`src/rtl/button_conditioner.sv`:
```
// Per-channel polarity fix, 2-FF sync, debounce and press/release pulses; define BTN_AUTOREPEAT_EN for held-key repeats.
// Latency 2+DEBOUNCE_CYCLES edges from a steady pin change; no backpressure, all outputs registered.
module button_conditioner #(
   parameter int NUM_BTN         = 4,
   parameter int ACTIVE_LOW      = 1,
   parameter int DEBOUNCE_CYCLES = 500000,
   parameter int REPEAT_DELAY    = 25000000,
   parameter int REPEAT_RATE     = 5000000
) (
   input  logic               clk,
   input  logic               rst,
   input  logic [NUM_BTN-1:0] btn_i,
   output logic [NUM_BTN-1:0] btn_level_o,
   output logic [NUM_BTN-1:0] btn_press_o,
   output logic [NUM_BTN-1:0] btn_release_o,
   output logic               any_press_o
);

   localparam int MAX_AB  = (DEBOUNCE_CYCLES > REPEAT_DELAY) ? DEBOUNCE_CYCLES : REPEAT_DELAY;
   localparam int MAX_ALL = (MAX_AB > REPEAT_RATE) ? MAX_AB : REPEAT_RATE;
   localparam int CNT_W   = $clog2(MAX_ALL + 1);
   localparam logic [CNT_W-1:0] DB_LAST = CNT_W'(DEBOUNCE_CYCLES - 1);

   logic [NUM_BTN-1:0] pin_pressed;
   logic [NUM_BTN-1:0] sync_q;
   logic [NUM_BTN-1:0] samp_q;
   logic [NUM_BTN-1:0] level_q;
   logic [NUM_BTN-1:0] level_d;
   logic [NUM_BTN-1:0] press_d;
   logic [NUM_BTN-1:0] release_d;
   logic [NUM_BTN-1:0] accept;
   logic [NUM_BTN-1:0] press_all;
   logic [CNT_W-1:0]   cnt_q [NUM_BTN];
   logic [CNT_W-1:0]   cnt_d [NUM_BTN];

   // Work internally in "1 = pressed" so reset value 0 always means released.
   assign pin_pressed = (ACTIVE_LOW != 0) ? ~btn_i : btn_i;

   always_ff @(posedge clk or posedge rst) begin
      if (rst) begin
         sync_q <= '0;
         samp_q <= '0;
      end else begin
         sync_q <= pin_pressed;
         samp_q <= sync_q;
      end
   end

   always_comb begin
      level_d   = level_q;
      press_d   = '0;
      release_d = '0;
      accept    = '0;
      for (int i = 0; i < NUM_BTN; i++) begin
         cnt_d[i] = '0;
         if (samp_q[i] != level_q[i]) begin
            if (cnt_q[i] == DB_LAST) begin
               accept[i]    = 1'b1;
               level_d[i]   = samp_q[i];
               press_d[i]   = samp_q[i];
               release_d[i] = ~samp_q[i];
            end else begin
               cnt_d[i] = cnt_q[i] + 1'b1;
            end
         end
      end
   end

`ifdef BTN_AUTOREPEAT_EN
   localparam logic [CNT_W-1:0] RPT_FIRST = CNT_W'(REPEAT_DELAY - 1);
   localparam logic [CNT_W-1:0] RPT_NEXT  = CNT_W'(REPEAT_RATE - 1);

   logic [CNT_W-1:0]   rcnt_q [NUM_BTN];
   logic [CNT_W-1:0]   rcnt_d [NUM_BTN];
   logic [NUM_BTN-1:0] rep_q;
   logic [NUM_BTN-1:0] rep_d;
   logic [NUM_BTN-1:0] rpt_pulse;

   // rep_q selects the shorter inter-repeat period once the first repeat has fired.
   always_comb begin
      rep_d     = rep_q;
      rpt_pulse = '0;
      for (int i = 0; i < NUM_BTN; i++) begin
         rcnt_d[i] = '0;
         if (accept[i] || !level_q[i]) begin
            rep_d[i] = 1'b0;
         end else if (rcnt_q[i] == (rep_q[i] ? RPT_NEXT : RPT_FIRST)) begin
            rpt_pulse[i] = 1'b1;
            rep_d[i]     = 1'b1;
         end else begin
            rcnt_d[i] = rcnt_q[i] + 1'b1;
         end
      end
   end

   always_ff @(posedge clk or posedge rst) begin
      if (rst) begin
         rep_q <= '0;
         for (int i = 0; i < NUM_BTN; i++) rcnt_q[i] <= '0;
      end else begin
         rep_q <= rep_d;
         for (int i = 0; i < NUM_BTN; i++) rcnt_q[i] <= rcnt_d[i];
      end
   end

   assign press_all = press_d | rpt_pulse;
`else
   assign press_all = press_d;
`endif

   always_ff @(posedge clk or posedge rst) begin
      if (rst) begin
         level_q       <= '0;
         btn_press_o   <= '0;
         btn_release_o <= '0;
         any_press_o   <= 1'b0;
         for (int i = 0; i < NUM_BTN; i++) cnt_q[i] <= '0;
      end else begin
         level_q       <= level_d;
         btn_press_o   <= press_all;
         btn_release_o <= release_d;
         any_press_o   <= |press_all;
         for (int i = 0; i < NUM_BTN; i++) cnt_q[i] <= cnt_d[i];
      end
   end

   assign btn_level_o = level_q;

endmodule

```
`config.mk`:
```
export PLATFORM = sky130hd
export DESIGN_NAME = button_conditioner
export DESIGN_NICKNAME = d
export VERILOG_FILES = /design/src/rtl/button_conditioner.sv
export SDC_FILE = /design/constraint.sdc
export NUM_CORES = 1
export LEC_CHECK = 0
export ABC_AREA = 1
export BUFFER_PORTS_ARGS = -buffer_cell sky130_fd_sc_hd__buf_2
export CAP_MARGIN = 10
export CORE_MARGIN = 4
export CORE_UTILIZATION = 55
export DETAILED_ROUTE_END_ITERATION = 10
export PLACE_DENSITY = 0.74
export SKIP_CTS_REPAIR_TIMING = 1
export SLEW_MARGIN = 20
export SYNTH_ARGS = -nofsm -noshare
export SYNTH_HDL_FRONTEND = slang
export SYNTH_SLANG_ARGS = --single-unit
```
`constraint.sdc`:
```
create_clock -name clk -period 3.6 [get_ports clk]
set_input_delay 0.36 -clock clk [delete_from_list [all_inputs] [get_ports clk]]
set_output_delay 0.36 -clock clk [all_outputs]
set_load 0.05 [all_outputs]
```
==> run metrics, run 1 <==
synth top area cells=dfrtp_1 (45%), nor2_1 (13%), nand2_1 (10%); Die Y=118 µm; commonest non-fill, non-tap cells in the layout=nor2_1 (225), nand2_1 (185), inv_1 (132), dfrtp_1 (121), nand3_1 (56); total negative slack=0 ns; HP Class=in2async; Slowest cell on crit path=dfrtp_1; slew margin rel.=52.5%; Worst EP arrival=1.97 ns; Top Metal Used=met4; CTS buffer count=17; Ys Warns=0; I/O pin cnt=19; total clock sinks=121; final setup fails=0; share of layout cells above drive strength 1=11.9%; Int Power=2.52 mW; HPWL after DPL=10900 µm; Cells after Synth=913; CTS Buffer Depth=2; Initial Util=56.0%; via/cell ratio=5.08; period utilization=46.3%; cell taking the most area after synthesis=dfrtp_1; DRT antenna net count=0; metal2 WL=6920 µm; Power Density=420 nW/µm²; Comb pwr share=2.6%; core area=12000 µm²; Seq/Total Area, Yosys=45.2%; Syn Nets=923; vias in the first global route=5443; Antenna Cells=0; Site Rows=40; met3 wire length=697 µm; Max VDD drop=0.338 mV; skew final=0.00570 ns; TritonCTS clock tree=done; crit path cell chain=ha_1 -> nand2_2 -> nor2_1 -> inv_1 -> nor2_2 -> nand2_1 -> nand2_2 -> nor2_1; P_leak=3.34 nW; detailed router's first-iteration violation count=587; commonest non-fill, non-tap cell in the layout=nor2_1; GRT Resource Usage Total=23.1%; grt ovf=0; root buf cell=clkbuf_16; Flop pwr share=43.5%; Post-route DRC=0; Pre-antenna DRT Iters=5; via count=5655; global-route wire length before repair=25900 µm; FF+latch count, synth=121; largest net degree at the start of global routing=60; Switch Pwr=0.676 mW; routed length per instance=13.4 µm; wire length on met1=7070 µm; Worst Path Required=3.90 ns; Avg Cell Area, Syn=7.33 µm²; die area=14000 µm²; Worst Tran Pin Value=0.713 ns; count of final hold-check violations=0; post-layout minimum cycle time=1.67 ns; maxcap violations=0; final RePlAce weighted congestion=0.926; crit end category=flip-flop; Die W=118 µm; drt total wl=15000 µm; top cell type's share of synthesized area=45.2%; placed cell area=7010 µm²; power share of the clock group=53.9%; Worst Setup Path Type=reg2reg; Tot Pwr=3.20 mW; RSZ-0062 raised after global routing=false; initial antenna violation count=0; Distinct cells, synth=28; Reg2Reg Depth=8; port bufs=18; FMAX=600 MHz; Net Sw Frac=21.1%; CTS H-tree lvls=4; clock slew at reported path FFs=0.05 ns; status=finished, final reports clean; Max Transition Viols Final=0; Mapped Area=6700 µm²; CP Launch Type=flip-flop; Worst path max stage delay=0.39 ns; Final Cell Area=7610 µm²; CP Max Fanout=9; Clk Latency, worst-skew pair=0.43 ns; fin nets=963; Area Growth Syn to Fin=13.7%
-- cells by family (layout without fill, tap and decap cells) --
kind of cell,count (synthesis),in the layout,synth area share [%]
compound gates,25,25,2.02
simple gates,584,584,39.0
buf+inv,139,192,7.81
flops,121,121,45.2
fa+ha+maj,4,4,0.748
xor+xnor,40,40,5.23
-- final timing paths --
check                           from          endpoint  slack [ns]
max                        cnt_q[75]         cnt_q[83]        1.93
min reg2reg                sync_q[3]         samp_q[3]        0.35
max reg2reg                cnt_q[75]         cnt_q[83]        1.93
min in group clk            btn_i[2]         sync_q[2]        0.06
min                              rst         cnt_q[70]        0.05
max in group asynchronous        rst  btn_release_o[2]        2.73
-- metrics by stage --
| step | setup WS, ns | hold WS [ns] | util (%) | instances |
|---|---|---|---|---|
| after global routing | 1.71 | 0.0575 | 63.6 | 1113 |
| after CTS | 1.95 | 0.0442 | 63.6 | 1113 |
| after floorplan | 0.0258 | 0.331 | - | 913 |
| after global placement | 2.03 | 0.333 | 58.6 | 1081 |
| final | 1.93 | 0.0477 | 63.6 | 1113 |
| after detailed placement | 1.97 | 0.337 | 58.6 | 1081 |
-- state kept, by name, summed over array words and instances (netlist names) --
| register | flops |
|---|---|
| any_press_o | 1 |
| btn_level_o | 4 |
| btn_press_o | 4 |
| btn_release_o | 4 |
| cnt_q | 100 |
| samp_q | 4 |
| sync_q | 4 |
-- layer usage --
layer / up-vias / GRT usage [%]
li1: 2894 / -
met1: 2574 / 31.3
met2: 154 / 36.0
met3: 33 / 5.55
met4: 0 / 9.08
met5: - / 0
-- final cells by class --
class / instances / area, µm²
multi-input cells: 653 / 3140
repair buffers: 25 / 143
fillers: 1070 / 4350
flip-flops and latches: 121 / 3030
inverters: 135 / 509
clock inverters: 7 / 87.6
clock buffers: 25 / 515
well taps: 147 / 184
-- Yosys cell counts --
cell type	number
nor2_1	225
nand2_1	185
inv_1	133
dfrtp_1	121
nand3_1	56
nor3_1	33
xor2_1	32
nand2_2	20
nand4_1	19
nor2_2	17
a21oi_1	14
nor2_4	10
xnor2_1	8
o21ai_0	6
a211oi_1	4
ha_1	4
nand3_2	4
nor3_2	4
nor3b_1	4
clkbuf_1	3
and3_1	2
inv_2	2
nand3b_1	2
and2_1	1
buf_2	1
nand2_4	1
o21ai_1	1
or2_2	1
-- power by group through the flow --
stage / sequential, mW / combinational [mW] / clock (mW)
final: 1.39 / 0.0824 / 1.72
after detailed placement: 1.41 / 0.0856 / 0
after floorplan: 1.41 / 0.0578 / 0
after CTS: 1.39 / 0.0858 / 1.75
after global placement: 1.41 / 0.0836 / 0
after global routing: 1.39 / 0.0974 / 1.81
-- worst max-delay path, delay by kind of cell (launching register included) --
family	cells	cell delay, ns
adder cells (fa/ha/maj)	1	0.21
buffers and inverters	1	0.09
flip-flops	1	0.39
AND/OR/NAND/NOR	6	0.86
Note: power is estimated with default switching activity, not from simulation.
==> run 2, diff against run 1 <==
--- a/config.mk
+++ b/config.mk
@@ -5,13 +5,13 @@
 export SDC_FILE = /design/constraint.sdc
 export NUM_CORES = 1
 export LEC_CHECK = 0
-export ABC_AREA = 1
+export ABC_AREA = 0
 export BUFFER_PORTS_ARGS = -buffer_cell sky130_fd_sc_hd__buf_2
 export CAP_MARGIN = 10
 export CORE_MARGIN = 4
 export CORE_UTILIZATION = 55
 export DETAILED_ROUTE_END_ITERATION = 10
-export PLACE_DENSITY = 0.74
+export PLACE_DENSITY = 0.72
 export SKIP_CTS_REPAIR_TIMING = 1
 export SLEW_MARGIN = 20
 export SYNTH_ARGS = -nofsm -noshare
==> constraint.sdc (replaced) <==
create_clock -name clk -period 1.6 [get_ports clk]
set_input_delay 0.16 -clock clk [delete_from_list [all_inputs] [get_ports clk]]
set_output_delay 0.16 -clock clk [all_outputs]
set_load 0.05 [all_outputs]
==> run 2 against run 1 <==
  * The run now ends with setup timing left
  * Fmax decreased by 17%
  * Final cell count down 12%
  * Sequential share of layout area fell by 7.2 points
  * Non-clock buffer count increased by 201
  * Area after synthesis fell by 12%
  * Routed wire length increased by 50%
  * Critical path depth down 1
  * Flip-flop and latch count unchanged
  * Sequential power increased by 130%
  * Clock power up 120%
  * Critical path type unchanged
  * Highest routed layer unchanged
==> run metrics, run 2 <==
RSZ-0062 raised after global routing=true; drt total wl=22400 µm (+50%); commonest non-fill, non-tap cells in the layout=buf_4 (167), dfrtp_1 (108), nand2_1 (33), xnor2_1 (32), nand4_1 (29); detailed router's first-iteration violation count=653 (+11%); Worst EP arrival=2.43 ns (+0.46 ns); CP Max Fanout=3 (-6); I/O pin cnt=19 (unchanged); CTS Buffer Depth=2 (unchanged); FMAX=499 MHz (-17%); Initial Util=56.6% (+0.68 points); Distinct cells, synth=39 (+39%); Max VDD drop=0.808 mV (+140%); Post-synth EDFFs=0 (unchanged); Top reg by flops=cnt_q; Final Worst Setup Slack=-0.404 ns (-2.34 ns); P_leak=3.91 nW (+17%); failing checks=setup timing; Clk Latency, worst-skew pair=0.55 ns (+0.12 ns); Comb pwr share=6.2% (+3.6 points); period utilization=125% (+79 points); status=finished, violations left; FF+latch count, synth=121 (unchanged); Final Cell Area=9330 µm² (+23%); Die W=111 µm (-5.9%); cell taking the most area after synthesis=dfrtp_1; Ys Warns=0 (unchanged); Power Density=791 nW/µm² (+88%); Site Rows=37 (-7.5%); largest net degree at the start of global routing=65 (+8.3%); port bufs=18 (unchanged); root buf cell=clkbuf_8; flop-to-flop setup slack=-0.40 ns (-2.34 ns); post-layout minimum cycle time=2.00 ns (+0.336 ns); CP Launch Type=flip-flop; Mapped Area=5870 µm² (-12%); Tot Pwr=7.39 mW (+130%); Worst Setup Path Type=reg2reg; Post-route DRC=0 (unchanged); Async SR Flop Fraction=100% (unchanged); die area=12400 µm² (-11%); power share of the clock group=51.3% (-2.6 points); HP Class=in2async; Seq/Total Area, Yosys=51.5% (+6.3 points); total clock sinks=121 (unchanged); Finished Core Util=90.0% (+26 points); Avg Cell Area, Syn=9.79 µm² (+34%); grt ovf=0 (unchanged); count of final hold-check violations=0 (unchanged); Area Growth Syn to Fin=58.9%; CP dominant cell by count=buf_4; Syn Nets=610 (-34%); Int Power=5.55 mW (+120%); Bufs and invs on worst path=2 (+1); total negative slack=-28.48 ns (-28.48 ns); global-route wire length before repair=25100 µm (-3.0%); TritonCTS clock tree=done; Slowest cell on crit path=nor4_1; initial antenna violation count=0 (unchanged); max FFs per register=100 (unchanged); commonest non-fill, non-tap cell in the layout=buf_4; via/cell ratio=6.54 (+29%); clock slew at reported path FFs=0.06 ns (about the same); Net Sw Frac=24.8% (+3.7 points); Worst path top cell family by delay=simple AND/OR/NAND/NOR gates; CTS buffer count=17 (unchanged); Worst Path Required=2.03 ns (-1.87 ns); share of layout cells above drive strength 1=50.1% (+38 points); most frequent cells after synthesis=dfrtp_1 (121), nor2_1 (68), a21oi_1 (40); final RePlAce weighted congestion=0.887 (-4.1%); skew final=0.0137 ns (+0.00800 ns); crit end category=flip-flop; slew margin rel.=65.8% (+13 points); Max Transition Viols Final=0 (unchanged); most frequent cell after synthesis=dfrtp_1; vias in the first global route=5367 (-1.4%); CTS H-tree lvls=4 (unchanged); GRT Resource Usage Total=24.9% (+1.8 points); final setup fails=109 (+109); Switch Pwr=1.83 mW (+170%); HPWL after DPL=10000 µm (-7.6%); top cell type's share of synthesized area=51.5% (+6.3 points); ys flop type=dfrtp_1; Cells after Synth=600 (-34%); Worst path max stage delay=0.49 ns (+0.10 ns); Pre-antenna DRT Iters=7 (+2); Antenna Cells=0 (unchanged); via count=6393 (+13%); maxcap violations=0 (unchanged); Die Y=111 µm (-5.9%); DRT antenna net count=0 (unchanged); placed cell area=7380 µm² (+5.3%); routed length per instance=22.9 µm (+70%); Flop pwr share=42.5% (-1.0 points); Worst Tran Pin Value=0.509 ns (-0.204 ns); fin nets=839 (-13%); crit path cell chain=ha_2 -> nand4_1 -> buf_4 -> buf_4 -> nor4_1 -> xnor2_1 -> nor2_4; core area=10400 µm² (-13%); synth top area cells=dfrtp_1 (52%), xnor2_1 (4.8%), nor2_1 (4.3%)
## run 2: changes by cell type in the layout (fill, tap and decap cells not counted), sizes merged, moves of 21 or more
cell   before  now
buf        25  219
inv       135   19
or3         0   25
nand3      60   32
nor2      252   68
or4         0   25
nor4        0   22
xnor2       8   32
a21oi      14   40
nand2     206   37
nor3       37   16
## run 2: cells by family (layout without fill, tap and decap cells)
| group | Yosys count | after routing | synth area share, % |
|---|---|---|---|
| simple gates | 294 | 297 | 27.8 |
| flops | 121 | 121 | 51.5 |
| compound gates | 85 | 85 | 8.26 |
| xor+xnor | 54 | 54 | 8.05 |
| buf+inv | 38 | 277 | 2.73 |
| fa+ha+maj | 4 | 4 | 0.852 |
| mux | 4 | 4 | 0.767 |
## run 2: through the flow
step                std cells  worst slack, ns  hold WS [ns]
detailed placement        887           -0.377         0.103
floorplan                 600           -0.225         0.219
CTS                       919           -0.421        -0.463
global placement          887           -0.315         0.100
finish                    978           -0.404         0.113
global route              978           -0.474         0.112
## run 2: path summary, 6_finish.rpt
check,startpoint,end,cells past startpoint
max,cnt_q[1],cnt_q[14],7
min,rst,cnt_q[0],3
max reg2reg,cnt_q[1],cnt_q[14],7
min in group clk,btn_i[3],sync_q[3],3
min reg2reg,sync_q[2],samp_q[2],0
max in group asynchronous,rst,cnt_q[78],4
## run 2: final cells by class
cell class	instances	area, µm²
clock buffers	18	428
fillers	415	1040
flip-flops and latches	121	3040
well taps	136	170
inverters	19	75.1
multi-input cells	444	3580
repair buffers	226	1890
clock inverters	14	150
## run 2: tightest hold or removal path, delay by kind of cell
family	cells	cell delay (ns)
buf+inv	3	0.87
## run 2: power groups by stage
stage          registers, mW  logic [mW]  clock network [mW]
4_1_cts                 3.13       0.279                3.75
2_1_floorplan           3.19       0.163                   0
5_1_grt                 3.14       0.483                3.96
6_report                3.14       0.455                3.79
3_3_place_gp            3.18       0.264                   0
3_5_place_dp            3.19       0.277                   0
## run 2: per-layer routing
metal | up-vias | wire, µm | track usage [%]
li1 | 2671 | - | -
met5 | - | 0 | 0
met1 | 3158 | 8040 | 30.9
met4 | 0 | 1280 | 8.43
met3 | 148 | 1710 | 6.63
met2 | 416 | 11400 | 42.5
==> run 3, diff against run 2 <==
--- a/config.mk
+++ b/config.mk
@@ -12,6 +12,7 @@
 export CORE_UTILIZATION = 55
 export DETAILED_ROUTE_END_ITERATION = 10
 export PLACE_DENSITY = 0.72
+export SETUP_SLACK_MARGIN = 0.02
 export SKIP_CTS_REPAIR_TIMING = 1
 export SLEW_MARGIN = 20
 export SYNTH_ARGS = -nofsm -noshare
==> run 3 against run 2 <==
  * The run still ends with setup timing left
  * Critical path depth shrank 1
  * Clock power grew 15%
  * Worst hold slack gained 0.068 ns
  * Flip-flop and latch count is the same
  * Cell area grew 3.2%
  * Routed wire length grew 6.9%
  * Final cell count grew 0.82%
  * Sequential share of layout area shrank 1.1 points
  * Critical path type unchanged
  * Critical endpoint is now cnt_q[49]
==> run metrics, run 3 (synthesized netlist as in run 2, its figures left out) <==
failing checks=setup timing; I/O pin cnt=19 (unchanged); Final Worst Setup Slack=-0.428 ns (-0.0234 ns); Tot Pwr=7.98 mW (+8.0%); via count=6532 (+2.2%); post-layout minimum cycle time=2.03 ns (+0.0234 ns); fin nets=847 (+0.95%); Worst path max stage delay=0.57 ns (+0.08 ns); global-route wire length before repair=26000 µm (+3.7%); Die Y=111 µm (unchanged); P_leak=4.09 nW (+4.6%); drt total wl=23900 µm (+6.9%); CP Max Fanout=7 (+4); Clk Latency, worst-skew pair=0.57 ns (+0.02 ns); total clock sinks=121 (unchanged); period utilization=127% (+1.5 points); crit path from=cnt_q[40]; HPWL after DPL=10100 µm (+0.82%); Antenna Cells=0 (unchanged); Top reg by flops=cnt_q; core area=10400 µm² (unchanged); port bufs=18 (unchanged); TritonCTS clock tree=done; skew final=0.0183 ns (+0.00464 ns); crit end category=flip-flop; Area Growth Syn to Fin=63.9%; Die W=111 µm (unchanged); FMAX=493 MHz (-1.2%); largest net degree at the start of global routing=41 (-37%); Pre-antenna DRT Iters=6 (-1); reg-to-reg startpoint=cnt_q[40]; Worst Setup Path Type=reg2reg; Site Rows=37 (unchanged); CTS buffer count=17 (unchanged); Max VDD drop=0.796 mV (-1.6%); Worst EP arrival=2.45 ns (+0.02 ns); GRT Resource Usage Total=26.0% (+1.1 points); count of final hold-check violations=0 (unchanged); DRT antenna net count=0 (unchanged); Setup WS pre-CTS=-0.302 ns (+0.0757 ns); Power Density=829 nW/µm² (+4.7%); routed length per instance=24.3 µm (+6.0%); maxcap violations=0 (unchanged); share of layout cells above drive strength 1=51.2% (+1.1 points); Initial Util=56.6% (unchanged); clock slew at reported path FFs=0.06 ns (about the same); Post-route DRC=0 (unchanged); status=finished, violations left; commonest non-fill, non-tap cell in the layout=buf_4; final setup fails=110 (+0.92%); commonest non-fill, non-tap cells in the layout=buf_4 (168), dfrtp_1 (114), nor2_4 (35), nand2_1 (33), a21oi_2 (32); initial antenna violation count=0 (unchanged); slew margin rel.=66.2% (+0.43 points); crit path cell chain=nand4_1 -> or4_4 -> buf_4 -> clkbuf_16 -> o31ai_1 -> a21oi_1; HP Class=in2async; Reg2Reg Depth=6 (-1); max FFs per register=100 (unchanged); Worst Path Required=2.02 ns (about the same); r2r endpoint=cnt_q[49]; root buf cell=clkbuf_8; flop-to-flop setup slack=-0.43 ns (-0.02 ns); CTS H-tree lvls=4 (unchanged); CP Launch Type=flip-flop; RSZ-0062 raised after global routing=true; CTS Buffer Depth=2 (unchanged); Cells after DPL=892 (+0.56%); via/cell ratio=6.62 (+1.3%); die area=12400 µm² (unchanged); Non-Filler Instances=986 (+0.82%); Worst Tran Pin Value=0.502 ns (-0.00638 ns); vias in the first global route=5547 (+3.4%); final RePlAce weighted congestion=0.868 (-2.2%); grt ovf=0 (unchanged); Slowest cell on crit path=or4_4; Max Transition Viols Final=0 (unchanged); detailed router's first-iteration violation count=768 (+18%)
-- run 3: layer usage --
layer / vias up / routed length [µm] / track usage, %
met5: - / 0 / 0
met4: 0 / 1500 / 11.5
met3: 139 / 2050 / 7.17
met2: 499 / 11900 / 45.0
met1: 3221 / 8490 / 30.3
li1: 2673 / - / -
-- run 3: critical path: cells and delay by family, from the launching register on --
family                 cells  cell delay, ns
AOI/OAI and AO/OA          2            0.49
buffers and inverters      2            0.31
DFF                        1            0.39
and+or+nand+nor            2            0.70
-- run 3: per-stage QoR --
step           hold WS [ns]  setup TNS (ns)  utilization (%)  instance area [µm²]
2_1_floorplan         0.219          -11.15                -                 6170
3_3_place_gp          0.179          -13.84             71.9                 7460
3_5_place_dp          0.177          -18.02             71.9                 7460
4_1_cts              -0.401          -21.91             78.3                 8120
5_1_grt               0.196          -34.70             92.9                 9630
6_report              0.181          -27.39             92.9                 9630
-- run 3: worst max path at each step --
stage / to / slack, ns / depth (start not counted)
finish: cnt_q[49] / -0.43 / 6
global route: cnt_q[46] / -0.47 / 6
CTS: cnt_q[93] / -0.36 / 4
detailed placement: cnt_q[42] / -0.30 / 6
global placement: cnt_q[48] / -0.25 / 5
floorplan: cnt_q[48] / -0.23 / 5
-- run 3: cell type report --
type                            instances  area (µm²)
Timing Repair Buffer                  235        2030
Sequential cell                       121        3040
Clock buffer                           26         498
Tap cell                              136         170
Inverter                               19        75.1
Clock inverter                          6         158
Multi-Input combinational cell        443        3660
Fill cell                             315         741
-- run 3: power by group --
group          internal (mW)  switching [mW]  total, mW
Sequential              3.10          0.0417       3.14
Combinational          0.205           0.274      0.479
Clock                   2.90            1.46       4.36
